**config.mk**
```make
export PLATFORM = sky130hd
export DESIGN_NAME = wb_core_sram_bridge
export DESIGN_NICKNAME = d
export VERILOG_FILES = /design/src/rtl/wb_core_sram_bridge.sv
export SDC_FILE = /design/constraint.sdc
export NUM_CORES = 1
export LEC_CHECK = 0
export ABC_AREA = 1
export BUFFER_PORTS_ARGS = -buffer_cell sky130_fd_sc_hd__buf_4
export CORE_ASPECT_RATIO = 0.6
export CORE_MARGIN = 4
export CORE_UTILIZATION = 40
export CTS_CLUSTER_DIAMETER = 60
export DETAILED_ROUTE_END_ITERATION = 10
export PLACE_DENSITY = 0.78
export SETUP_SLACK_MARGIN = 0.1
export SLEW_MARGIN = 15
export SYNTH_ARGS = -nofsm -noshare
export SYNTH_HDL_FRONTEND = slang
export SYNTH_SLANG_ARGS = --single-unit
```
**constraint.sdc**
```tcl
create_clock -name wb_clk_i -period 2.45 [get_ports wb_clk_i]
set_input_delay 0.245 -clock wb_clk_i [delete_from_list [all_inputs] [get_ports wb_clk_i]]
set_output_delay 0.245 -clock wb_clk_i [all_outputs]
set_load 0.03 [all_outputs]
```
**src/rtl/wb_core_sram_bridge.sv**
```systemverilog
// wb_core_sram_bridge: registered Wishbone slave fanning one WB port out to NUM_BANKS core SRAM ports (req/rvalid).
// Optional macro CORE_SRAM_TIMEOUT_EN: give up on a silent bank after TIMEOUT WAIT cycles with an error pulse.
module wb_core_sram_bridge #(
    parameter int NUM_BANKS = 2,
    parameter int BANK_AW   = 10,
    parameter int TIMEOUT   = 15,
    localparam int BSEL_W   = $clog2(NUM_BANKS),
    localparam int AW       = BANK_AW + BSEL_W
) (
    input  logic                         wb_clk_i,
    input  logic                         wb_rst_i,
    input  logic                         wbs_cyc_i,
    input  logic                         wbs_stb_i,
    input  logic                         wbs_we_i,
    input  logic [3:0]                   wbs_sel_i,
    input  logic [AW-1:0]                wbs_adr_i,
    input  logic [31:0]                  wbs_dat_i,
    output logic [31:0]                  wbs_dat_o,
    output logic                         wbs_ack_o,
    output logic                         wbs_err_o,
    output logic [NUM_BANKS-1:0]         core_data_req_o,
    output logic [NUM_BANKS-1:0]         core_data_we_o,
    output logic [NUM_BANKS*BANK_AW-1:0] core_data_addr_o,
    output logic [NUM_BANKS*4-1:0]       core_data_be_o,
    output logic [NUM_BANKS*32-1:0]      core_data_wdata_o,
    input  logic [NUM_BANKS*32-1:0]      core_data_rdata_i,
    input  logic [NUM_BANKS-1:0]         core_data_rvalid_i
);
    localparam logic [2:0] S_IDLE = 3'd0;
    localparam logic [2:0] S_REQ  = 3'd1;
    localparam logic [2:0] S_WAIT = 3'd2;
    localparam logic [2:0] S_ACK  = 3'd3;
    localparam logic [2:0] S_ERR  = 3'd4;

    logic [2:0]           state_q, state_d;
    logic [BANK_AW-1:0]   addr_q, addr_d;
    logic [BSEL_W-1:0]    bank_q, bank_d;
    logic [3:0]           sel_q, sel_d;
    logic                 we_q, we_d;
    logic [31:0]          wdat_q, wdat_d;
    logic [31:0]          dat_q, dat_d;
    logic                 abort_q, abort_d;
    logic [NUM_BANKS-1:0] bank_hit;
    logic [BSEL_W-1:0]    adr_bank;
    logic                 busy;
    logic                 rvalid_sel;
    logic [31:0]          rdata_sel;
    logic                 timeout;

    assign adr_bank  = wbs_adr_i[AW-1:BANK_AW];
    assign busy      = (state_q == S_REQ) || (state_q == S_WAIT);
    assign wbs_dat_o = dat_q;
    assign wbs_ack_o = state_q == S_ACK;
    assign wbs_err_o = state_q == S_ERR;

    // Only the selected bank sees the captured transfer, and only while REQ/WAIT.
    for (genvar g = 0; g < NUM_BANKS; g++) begin : g_bank
        assign bank_hit[g]                          = busy && (bank_q == BSEL_W'(g));
        assign core_data_req_o[g]                   = bank_hit[g] && (state_q == S_REQ);
        assign core_data_we_o[g]                    = bank_hit[g] && we_q;
        assign core_data_addr_o[g*BANK_AW +: BANK_AW] = bank_hit[g] ? addr_q : '0;
        assign core_data_be_o[g*4 +: 4]             = bank_hit[g] ? sel_q : '0;
        assign core_data_wdata_o[g*32 +: 32]        = bank_hit[g] ? wdat_q : '0;
    end

    always_comb begin
        rvalid_sel = 1'b0;
        rdata_sel  = '0;
        for (int i = 0; i < NUM_BANKS; i++) begin
            rvalid_sel = rvalid_sel | (bank_hit[i] & core_data_rvalid_i[i]);
            rdata_sel  = rdata_sel | (bank_hit[i] ? core_data_rdata_i[i*32 +: 32] : 32'd0);
        end
    end

`ifdef CORE_SRAM_TIMEOUT_EN
    localparam int TW = ($clog2(TIMEOUT + 1) > 4) ? $clog2(TIMEOUT + 1) : 4;
    logic [TW-1:0] cnt_q, cnt_d;
    assign cnt_d   = (state_q == S_WAIT) ? cnt_q + 1'b1 : '0;
    assign timeout = (state_q == S_WAIT) && (cnt_q == TW'(TIMEOUT - 1));
    always_ff @(posedge wb_clk_i or posedge wb_rst_i) begin
        if (wb_rst_i) cnt_q <= '0;
        else          cnt_q <= cnt_d;
    end
`else
    localparam int timeout_unused = TIMEOUT;
    assign timeout = 1'b0;
`endif

    always_comb begin
        state_d = state_q;
        addr_d  = addr_q;
        bank_d  = bank_q;
        sel_d   = sel_q;
        we_d    = we_q;
        wdat_d  = wdat_q;
        dat_d   = dat_q;
        abort_d = abort_q;
        case (state_q)
            S_IDLE: begin
                if (wbs_cyc_i && wbs_stb_i) begin
                    addr_d  = wbs_adr_i[BANK_AW-1:0];
                    bank_d  = adr_bank;
                    sel_d   = wbs_sel_i;
                    we_d    = wbs_we_i;
                    wdat_d  = wbs_dat_i;
                    abort_d = 1'b0;
                    state_d = (32'(adr_bank) < NUM_BANKS) ? S_REQ : S_ERR;
                    dat_d   = (32'(adr_bank) < NUM_BANKS) ? dat_q : 32'd0;
                end
            end
            S_REQ: begin
                abort_d = abort_q | ~wbs_cyc_i;
                state_d = S_WAIT;
            end
            S_WAIT: begin
                // A dropped cycle cannot cancel the core access; it only silences the reply.
                abort_d = abort_q | ~wbs_cyc_i;
                if (rvalid_sel) begin
                    dat_d   = we_q ? dat_q : rdata_sel;
                    state_d = abort_d ? S_IDLE : S_ACK;
                end else if (timeout) begin
                    dat_d   = 32'd0;
                    state_d = abort_d ? S_IDLE : S_ERR;
                end
            end
            default: state_d = S_IDLE;
        endcase
    end

    always_ff @(posedge wb_clk_i or posedge wb_rst_i) begin
        if (wb_rst_i) begin
            state_q <= S_IDLE;
            addr_q  <= '0;
            bank_q  <= '0;
            sel_q   <= '0;
            we_q    <= 1'b0;
            wdat_q  <= '0;
            dat_q   <= '0;
            abort_q <= 1'b0;
        end else begin
            state_q <= state_d;
            addr_q  <= addr_d;
            bank_q  <= bank_d;
            sel_q   <= sel_d;
            we_q    <= we_d;
            wdat_q  <= wdat_d;
            dat_q   <= dat_d;
            abort_q <= abort_d;
        end
    end
endmodule

```
* After elaboration in Yosys (flattened, before gate mapping)
Cells that the tools add are included.
** Cells by class
- Equal/unequal tests :: 6
- Muxes and demuxes :: 14
- Bitwise logic cells :: 8
- Reduce and logical (&&, ||, !) cells :: 15
** Operator list (number)
- $mux 32 :: 4
- $or 32x32->32 :: 1
- $mux 10 :: 2
- $pmux 3 s3 :: 1
- $mux 4 :: 2
- $logic_and 1x1->1 :: 7
- $eq 3x2->1 const B :: 2
- $mux 3 :: 2
- $reduce_and 2->1 :: 3
- $ne 2x2->1 const B :: 2
- $eq 3x1->1 const B :: 1
- $eq 3x3->1 const B :: 1
- $logic_not 3->1 :: 1
- $not 1->1 :: 3
- $reduce_and 3->1 :: 1
- $and 1x1->1 :: 2
- $mux 2 :: 1
- $or 1x1->1 :: 2
- $pmux 1 s2 :: 1
- $reduce_bool 2->1 :: 1
- $reduce_or 2->1 :: 1
- $logic_or 1x1->1 :: 1
- $mux 1 :: 1
** Word-level totals
- Register bits after elaboration :: 84
- Bits of input ports :: 118
- Output and inout bits :: 130
- Logic and storage cells :: 51

* Logic depth before layout (Yosys ltp)
Gate-level depths: netlist of run 1.
- Word-level depth :: 7
- Depth in mapped cells :: 9
- Mapped depth without buffers :: 8

* Worst setup path before layout of run 1
No wires, ideal clock.
- Path type :: reg2out
- Start :: register state_q[0]
- End :: output core_data_wdata_o[11]
- Arrival :: 1795 ps
- Data required time :: 2205 ps
- Path slack :: 410 ps
- Stages on the path, launching flop included :: 9
- Path buffers :: 2
- Path through :: dfrtp_1 > inv_1 > ha_1 > inv_2 > nor2_2 > inv_2 > buf_2 > buf_2 > nor2_1
** On the way
- Word-level cells in the longest chain between the ends :: 4
- Elaborated cells between the ends (all ways) :: 5
- Classes of those cells :: 2 x eq/ne; 1 x mux; 2 x reduce/logical
** Ends and longest elaborated chain
- start: declaration :: RTL line 35 : logic [2:0] state_q, state_d;
- start signal: assignment :: RTL line 141 : state_q <= state_d;
- $eq 3x1->1 / $eq 3x2->1 (equally long branches) :: RTL line 51 : assign busy = (state_q == S_REQ) || (state_q == S_WAIT);
- $logic_or 1x1->1 * :: RTL line 51
- $logic_and 1x1->1 * :: RTL line 58 : assign bank_hit[g] = busy && (bank_q == BSEL_W'(g));
- $mux 32 * :: RTL line 63 : assign core_data_wdata_o[g*32 +: 32] = bank_hit[g] ? wdat_q : '0;
- end: declaration :: RTL line 25 : output logic [NUM_BANKS*32-1:0] core_data_wdata_o,
Every way passes the cells marked *; elsewhere a longest branch is shown, timed or not.

* Final worst setup path of run 1
- Start :: register state_q[0]
- End :: output core_data_wdata_o[19]
Same word-level chain as after synthesis.

==> impl_metrics.py, run 1 <==
metrics = {
    "timing": {
        "slew_violations": 0,
        "grt_setup_unrepaired": "no",
        "worst_slack_ns": 0.2407,
        "whs_ns": 0.06771,
        "slew_headroom_pct": 65.40,
        "fin_skew_ns": 0.005516,
        "setup_viol": 0,
        "setup_tns_ns": 0,
        "min_period_over_period_pct": 90.17,
        "min_period_ns": 2.209,
        "fmax_mhz": 452.6,
        "worst_pin_slew_ns": 0.5182,
        "finalHoldViolations": 0,
    },
    "detailed_routing": {
        "drt-total-wl_um": 12040,
        "drt_iter0_drc": 184,
        "drc": 0,
        "wl_per_cell_um": 12.55,
        "vias": 4369,
        "firstDrtPassIters": 4,
        "via_per_inst": 4.556,
        "detail-route-antenna-nets": 0,
    },
    "worst_setup_path": {
        "crit_path_start": "state_q[0]",
        "reg2reg_to": "wbs_dat_o[17]",
        "rr_startpoint": "state_q[0]",
        "r2r_slack_ns": 0.47,
        "critPathRequiredTime_ns": 2.20,
        "cpMaxStageDelayCell": "dfrtp_1",
        "cp.arrival_ns": 1.96,
        "endpoint_kind": "output pin",
        "cp_num_cells": 7,
        "crit_buf_inv": 4,
        "cp_top_family": "buffers and inverters",
        "crit_type": "register to output pin",
        "slowest_delay_ns": 0.41,
        "worstRegToRegCells": 8,
        "startpoint_type": "register",
        "path_cells": "inv_1 -> ha_2 -> inv_2 -> nor2_2 -> inv_6 -> nor2_1 -> buf_4",
        "crit_end": "core_data_wdata_o[19]",
        "critPathMaxFanout": 48,
    },
    "global_route": {
        "grt_use_total_pct": 19.22,
        "antenna_found_initial": 0,
        "grt_pass1_wl_um": 19380,
        "overflow": 0,
        "grt_pass1_vias": 4218,
        "grt_max_degree": 55,
    },
    "yosys": {
        "ys_warn_count": 0,
        "ys_seq_area_share_pct": 49.76,
        "netlist_area_um2": 4174,
        "synth_cells": 591,
        "synth_fp_nets": 713,
        "synth_cell_types": 16,
        "synth.avg_cell_area_um2": 7.063,
        "ys_seq_elements": 83,
    },
    "place": {
        "post-place-ws_ns": 0.3156,
        "dp_hpwl_um": 9228,
        "dpl_cell_area_um2": 6126,
        "portBuffers": 246,
        "gp_congestion": 0.8798,
        "dp.cells": 944,
    },
    "layout": {
        "multi_input_area_um2": 1738,
        "mostFrequentLayoutCells": "buf_4 (252), nand2_1 (172), nor2_1 (144), dfrtp_1 (83), inv_1 (51)",
        "antenna_cells": 0,
        "drive_gt1_share_pct": 33.86,
        "fin_util_pct": 64.44,
        "fin_cells": 959,
        "final_nets": 942,
        "ff_latch_area_um2": 2077,
        "final_common_cell": "buf_4",
        "filler_cell_count": 906,
        "area_growth_pct": 54.68,
        "finalInstanceArea_um2": 6456,
    },
    "floorplanning": {
        "die_w_um": 139.9,
        "core_area_um2": 10020,
        "ioPinCount": 248,
        "start_util_pct": 41.66,
        "rows": 28,
        "die_h_um": 87.13,
        "dieArea_um2": 12190,
    },
    "power_and_ir_drop": {
        "p_total_mw": 9.662,
        "peakVddDrop_mv": 1.053,
        "power_density_nw_per_um2": 1497,
        "p_leak_nw": 3.835,
    },
    "clock_network": {
        "cts_tree": "built",
        "clkTransAtPathRegs_ns": 0.06,
        "cts_buffers": 9,
        "post-cts-setup-buffers": 0,
        "cts-root-buf": "clkbuf_16",
        "clkSinkCount": 83,
        "clk_path_buf_depth": 2,
        "cts.htree.levels": 3,
        "cts.repair.resized": 2,
        "clk_latency_ns": 0.32,
        "cts_hold_buf": 0,
    },
    "run": {
        "maxCapViolCount": 0,
    },
    "hold_path": {
        "min_path_type": "input pin to asynchronous set/reset pin",
    },
    "status": {
        "status": "complete, no violations",
    },
}
==> sequential cells by signal (all words and copies together), names as in the netlist <==
register   flops
abort_q        1
wbs_dat_o     32
bank_q         1
state_q        2
addr_q        10
we_q           1
wdat_q        32
sel_q          4
==> synthesized netlist by cell type <==
master    instances  share of area [%]
o21bai_1          1               0.18
nand2_1         173                 16
nor2_2            2               0.30
ha_1              4                1.2
clkbuf_1         12                1.1
nand4_1           1               0.15
inv_2             5               0.45
buf_2            23                2.8
conb_1            1              0.090
inv_1            52                4.7
buf_4             1               0.18
a21oi_1          49                5.9
nand3_1          39                4.7
nor2_1          144                 13
dfrtp_1          83                 50
o21ai_0           1               0.12
==> power by group <==
part           switching, mW  leakage, nW  internal (mW)
Clock                  0.497        0.148          0.914
Combinational           4.18         2.69           2.02
Sequential             0.181        0.994           1.87
Total                   4.86         3.84           4.80
==> cell type report <==
| cell class | instances | area share (%) |
|---|---|---|
| clock buffers | 11 | 3.760 |
| clock inverters | 4 | 1.163 |
| flip-flops and latches | 83 | 32.17 |
| well taps | 135 | 2.616 |
| inverters | 57 | 3.450 |
| repair buffers | 254 | 29.92 |
| multi-input cells | 415 | 26.92 |
==> how the worst min path moves through the flow <==
stage | startpoint | endpoint
3_3_place_gp | wb_rst_i | wdat_q[6]
5_1_grt | wb_rst_i | wdat_q[10]
3_5_place_dp | wb_rst_i | wdat_q[10]
4_1_cts | wb_rst_i | wdat_q[10]
2_1_floorplan | wbs_adr_i[10] | bank_q
6_report | wb_rst_i | wdat_q[10]
==> logic make-up (layout without fill, tap and decap cells) <==
group                      after synthesis  count (layout)  synth area share, %
DFF                                     83              83                49.76
and+or+nand+nor                        359             359                33.63
AOI/OAI and AO/OA                       51              51                6.175
other                                    1               1              0.08984
adders and majority gates                4               4                1.199
buffers and inverters                   93             326                9.143
==> layer usage <==
layer,GRT usage [%],wire [um],vias up
met5,0,0,-
met4,4.310,109,0
met3,5.815,971,11
met2,33.97,5866,163
met1,23.53,5092,1957
li1,-,-,2238
==> worst reg2reg max path: stages, from the launching register on <==
cell and delay [ns]:
dfrtp_1 0.41, inv_1 0.11, ha_2 0.40, nand2_4 0.18
inv_2 0.45, nand2_1 0.11, nand2_1 0.11, nand3_1 0.07
nand2_1 0.07
No activity file was read; power rests on OpenSTA's default activity.
==> run 2, diff against run 1 <==
--- a/config.mk
+++ b/config.mk
@@ -7,12 +7,16 @@
 export LEC_CHECK = 0
 export ABC_AREA = 1
 export BUFFER_PORTS_ARGS = -buffer_cell sky130_fd_sc_hd__buf_4
+export CELL_PAD_IN_SITES_DETAIL_PLACEMENT = 2
+export CELL_PAD_IN_SITES_GLOBAL_PLACEMENT = 2
 export CORE_ASPECT_RATIO = 0.6
 export CORE_MARGIN = 4
-export CORE_UTILIZATION = 40
+export CORE_UTILIZATION = 20
 export CTS_CLUSTER_DIAMETER = 60
+export CTS_CLUSTER_SIZE = 14
 export DETAILED_ROUTE_END_ITERATION = 10
 export PLACE_DENSITY = 0.78
+export RECOVER_POWER = 100
 export SETUP_SLACK_MARGIN = 0.1
 export SLEW_MARGIN = 15
 export SYNTH_ARGS = -nofsm -noshare
==> run 2 against run 1 <==
  * Final cell count increased by 15%
  * Via count increased by 6.4%
  * Routed wire length increased by 46%
  * Hold slack got worse by 0.0047 ns
  * Maximum frequency decreased by 0.31%
  * Combinational power decreased by 4.5%
  * Global-route usage decreased by 3.9 points
  * Clock skew about the same
  * Critical path depth decreased by 1
  * Die area increased by 91%
  * Clock-buffer cell count decreased by 2
  * Critical endpoint is now core_data_wdata_o[41]
  * Largest power group unchanged
  * Highest routed layer unchanged
==> impl_metrics.py, run 2 (same netlist as run 1, synthesis figures left out) <==
metrics = {
    "worst_setup_path": {
        "crit_buf_inv": 3,
        "path_cells": "inv_1 -> ha_4 -> nand2_1 -> buf_6 -> nor2_1 -> clkbuf_2",
        "reg2reg_to": "wdat_q[30]",
        "r2r_slack_ns": 0.44,
        "worstRegToRegCells": 6,
        "crit_type": "register to output pin",
        "cp_top_family": "buffers and inverters",
        "cp.arrival_ns": 1.97,
        "critPathMaxFanout": 48,
        "endpoint_kind": "output pin",
        "slowest_delay_ns": 0.42,
        "rr_startpoint": "state_q[0]",
        "cpMaxStageDelayCell": "dfrtp_1",
        "critPathRequiredTime_ns": 2.20,
        "startpoint_type": "register",
    },
    "power_and_ir_drop": {
        "p_leak_nw": 3.644,
        "peakVddDrop_mv": 0.7560,
        "power_density_nw_per_um2": 1493,
    },
    "timing": {
        "setup_viol": 0,
        "min_period_ns": 2.216,
        "fmax_mhz": 451.3,
        "slew_violations": 0,
        "setup_tns_ns": 0,
        "worst_slack_ns": 0.2339,
        "slew_headroom_pct": 54.56,
        "grt_setup_unrepaired": "no",
        "finalHoldViolations": 0,
        "worst_pin_slew_ns": 0.6808,
        "whs_ns": 0.06306,
        "fin_skew_ns": 0.005795,
        "min_period_over_period_pct": 90.45,
    },
    "floorplanning": {
        "die_h_um": 119.9,
        "rows": 40,
        "ioPinCount": 248,
        "core_area_um2": 20270,
        "start_util_pct": 20.59,
        "die_w_um": 194.5,
        "dieArea_um2": 23320,
    },
    "layout": {
        "final_common_cell": "nand2_1",
        "final_nets": 943,
        "filler_cell_count": 2473,
        "mostFrequentLayoutCells": "nand2_1 (173), nor2_1 (144), buf_4 (127), clkbuf_2 (89), dfrtp_1 (83)",
        "drive_gt1_share_pct": 30.02,
        "antenna_cells": 0,
        "area_growth_pct": 50.75,
    },
    "detailed_routing": {
        "detail-route-antenna-nets": 0,
        "via_per_inst": 4.229,
        "firstDrtPassIters": 4,
        "wl_per_cell_um": 16.04,
        "drc": 0,
        "drt-total-wl_um": 17630,
        "drt_iter0_drc": 132,
        "vias": 4648,
    },
    "global_route": {
        "grt_use_total_pct": 15.31,
        "grt_pass1_vias": 5112,
        "overflow": 0,
        "grt_max_degree": 84,
        "antenna_found_initial": 0,
        "grt_pass1_wl_um": 28460,
    },
    "clock_network": {
        "clkSinkCount": 83,
        "cts-root-buf": "clkbuf_16",
        "clk_latency_ns": 0.34,
        "cts_hold_buf": 0,
        "cts_tree": "built",
        "clkTransAtPathRegs_ns": 0.07,
        "clk_path_buf_depth": 2,
        "cts_buffers": 9,
        "cts.htree.levels": 3,
    },
    "run": {
        "maxCapViolCount": 0,
    },
    "hold_path": {
        "min_path_type": "input pin to asynchronous set/reset pin",
    },
    "place": {
        "dp_hpwl_um": 13660,
        "post-place-ws_ns": 0.1495,
        "portBuffers": 246,
        "gp_congestion": 0.7735,
    },
    "status": {
        "status": "complete, no violations",
    },
}
## run 2: changes by cell type in the layout (fill, tap and decap cells not counted), moves of 2 or more
cell / change
clkbuf_4: +2
clkbuf_2: +89
clkbuf_1: +32
buf_4: -125
inv_6: +4
clkinvlp_4: -3
## run 2: final cells by class
cell class,count,area [um^2],area share [%]
Inverter,57,220.2,3.500
Tap cell,273,341.6,5.429
Multi-Input combinational cell,415,1738,27.62
Sequential cell,83,2077,33.01
Clock buffer,9,225.2,3.579
Clock inverter,7,81.33,1.293
Timing Repair Buffer,255,1609,25.57
## run 2: repair_timing
item / in CTS / in global routing
gates resized for setup: 6 / 4
endpoints found under the setup margin: 48 / 48
hold endpoints to repair: 0 / 0
setup buffers: 0 / 1
pin swaps: 0 / 0
## run 2: worst max-delay path by stage
stage | endpoint | cells after the start | start
after global routing | core_data_addr_o[17] | 6 | state_q[0]
final | core_data_wdata_o[41] | 6 | state_q[0]
after CTS | core_data_wdata_o[2] | 7 | state_q[0]
after floorplan | core_data_wdata_o[11] | 8 | state_q[0]
after global placement | core_data_wdata_o[1] | 7 | state_q[0]
after detailed placement | core_data_wdata_o[1] | 7 | state_q[0]
## run 2: report_power, final
part	internal (mW)	switching [mW]
Clock	0.810	0.613
Sequential	1.87	0.180
Combinational	1.48	4.44
## run 2: metrics by stage
step           power, mW  cell area, um^2  cells  utilization (%)
6_report           9.396             6292   1099            31.04
2_1_floorplan      6.110             4178    591                -
3_5_place_dp       8.658             6324   1082            31.20
5_1_grt            10.18             6292   1099            31.04
3_3_place_gp       8.518             6324   1082            31.20
4_1_cts            10.21             6661   1098            32.86
## run 2: layer usage
layer,routed length (um),up-vias,global-route usage [%]
li1,-,2248,-
met1,8565,2234,21.21
met2,7674,154,23.43
met3,1227,12,5.247
met4,158,0,2.809
met5,0,-,0
## run 2: worst min-delay path: cells and delay by family
kind / cells / cell delay [ns]
buffers and inverters: 3 / 0.58
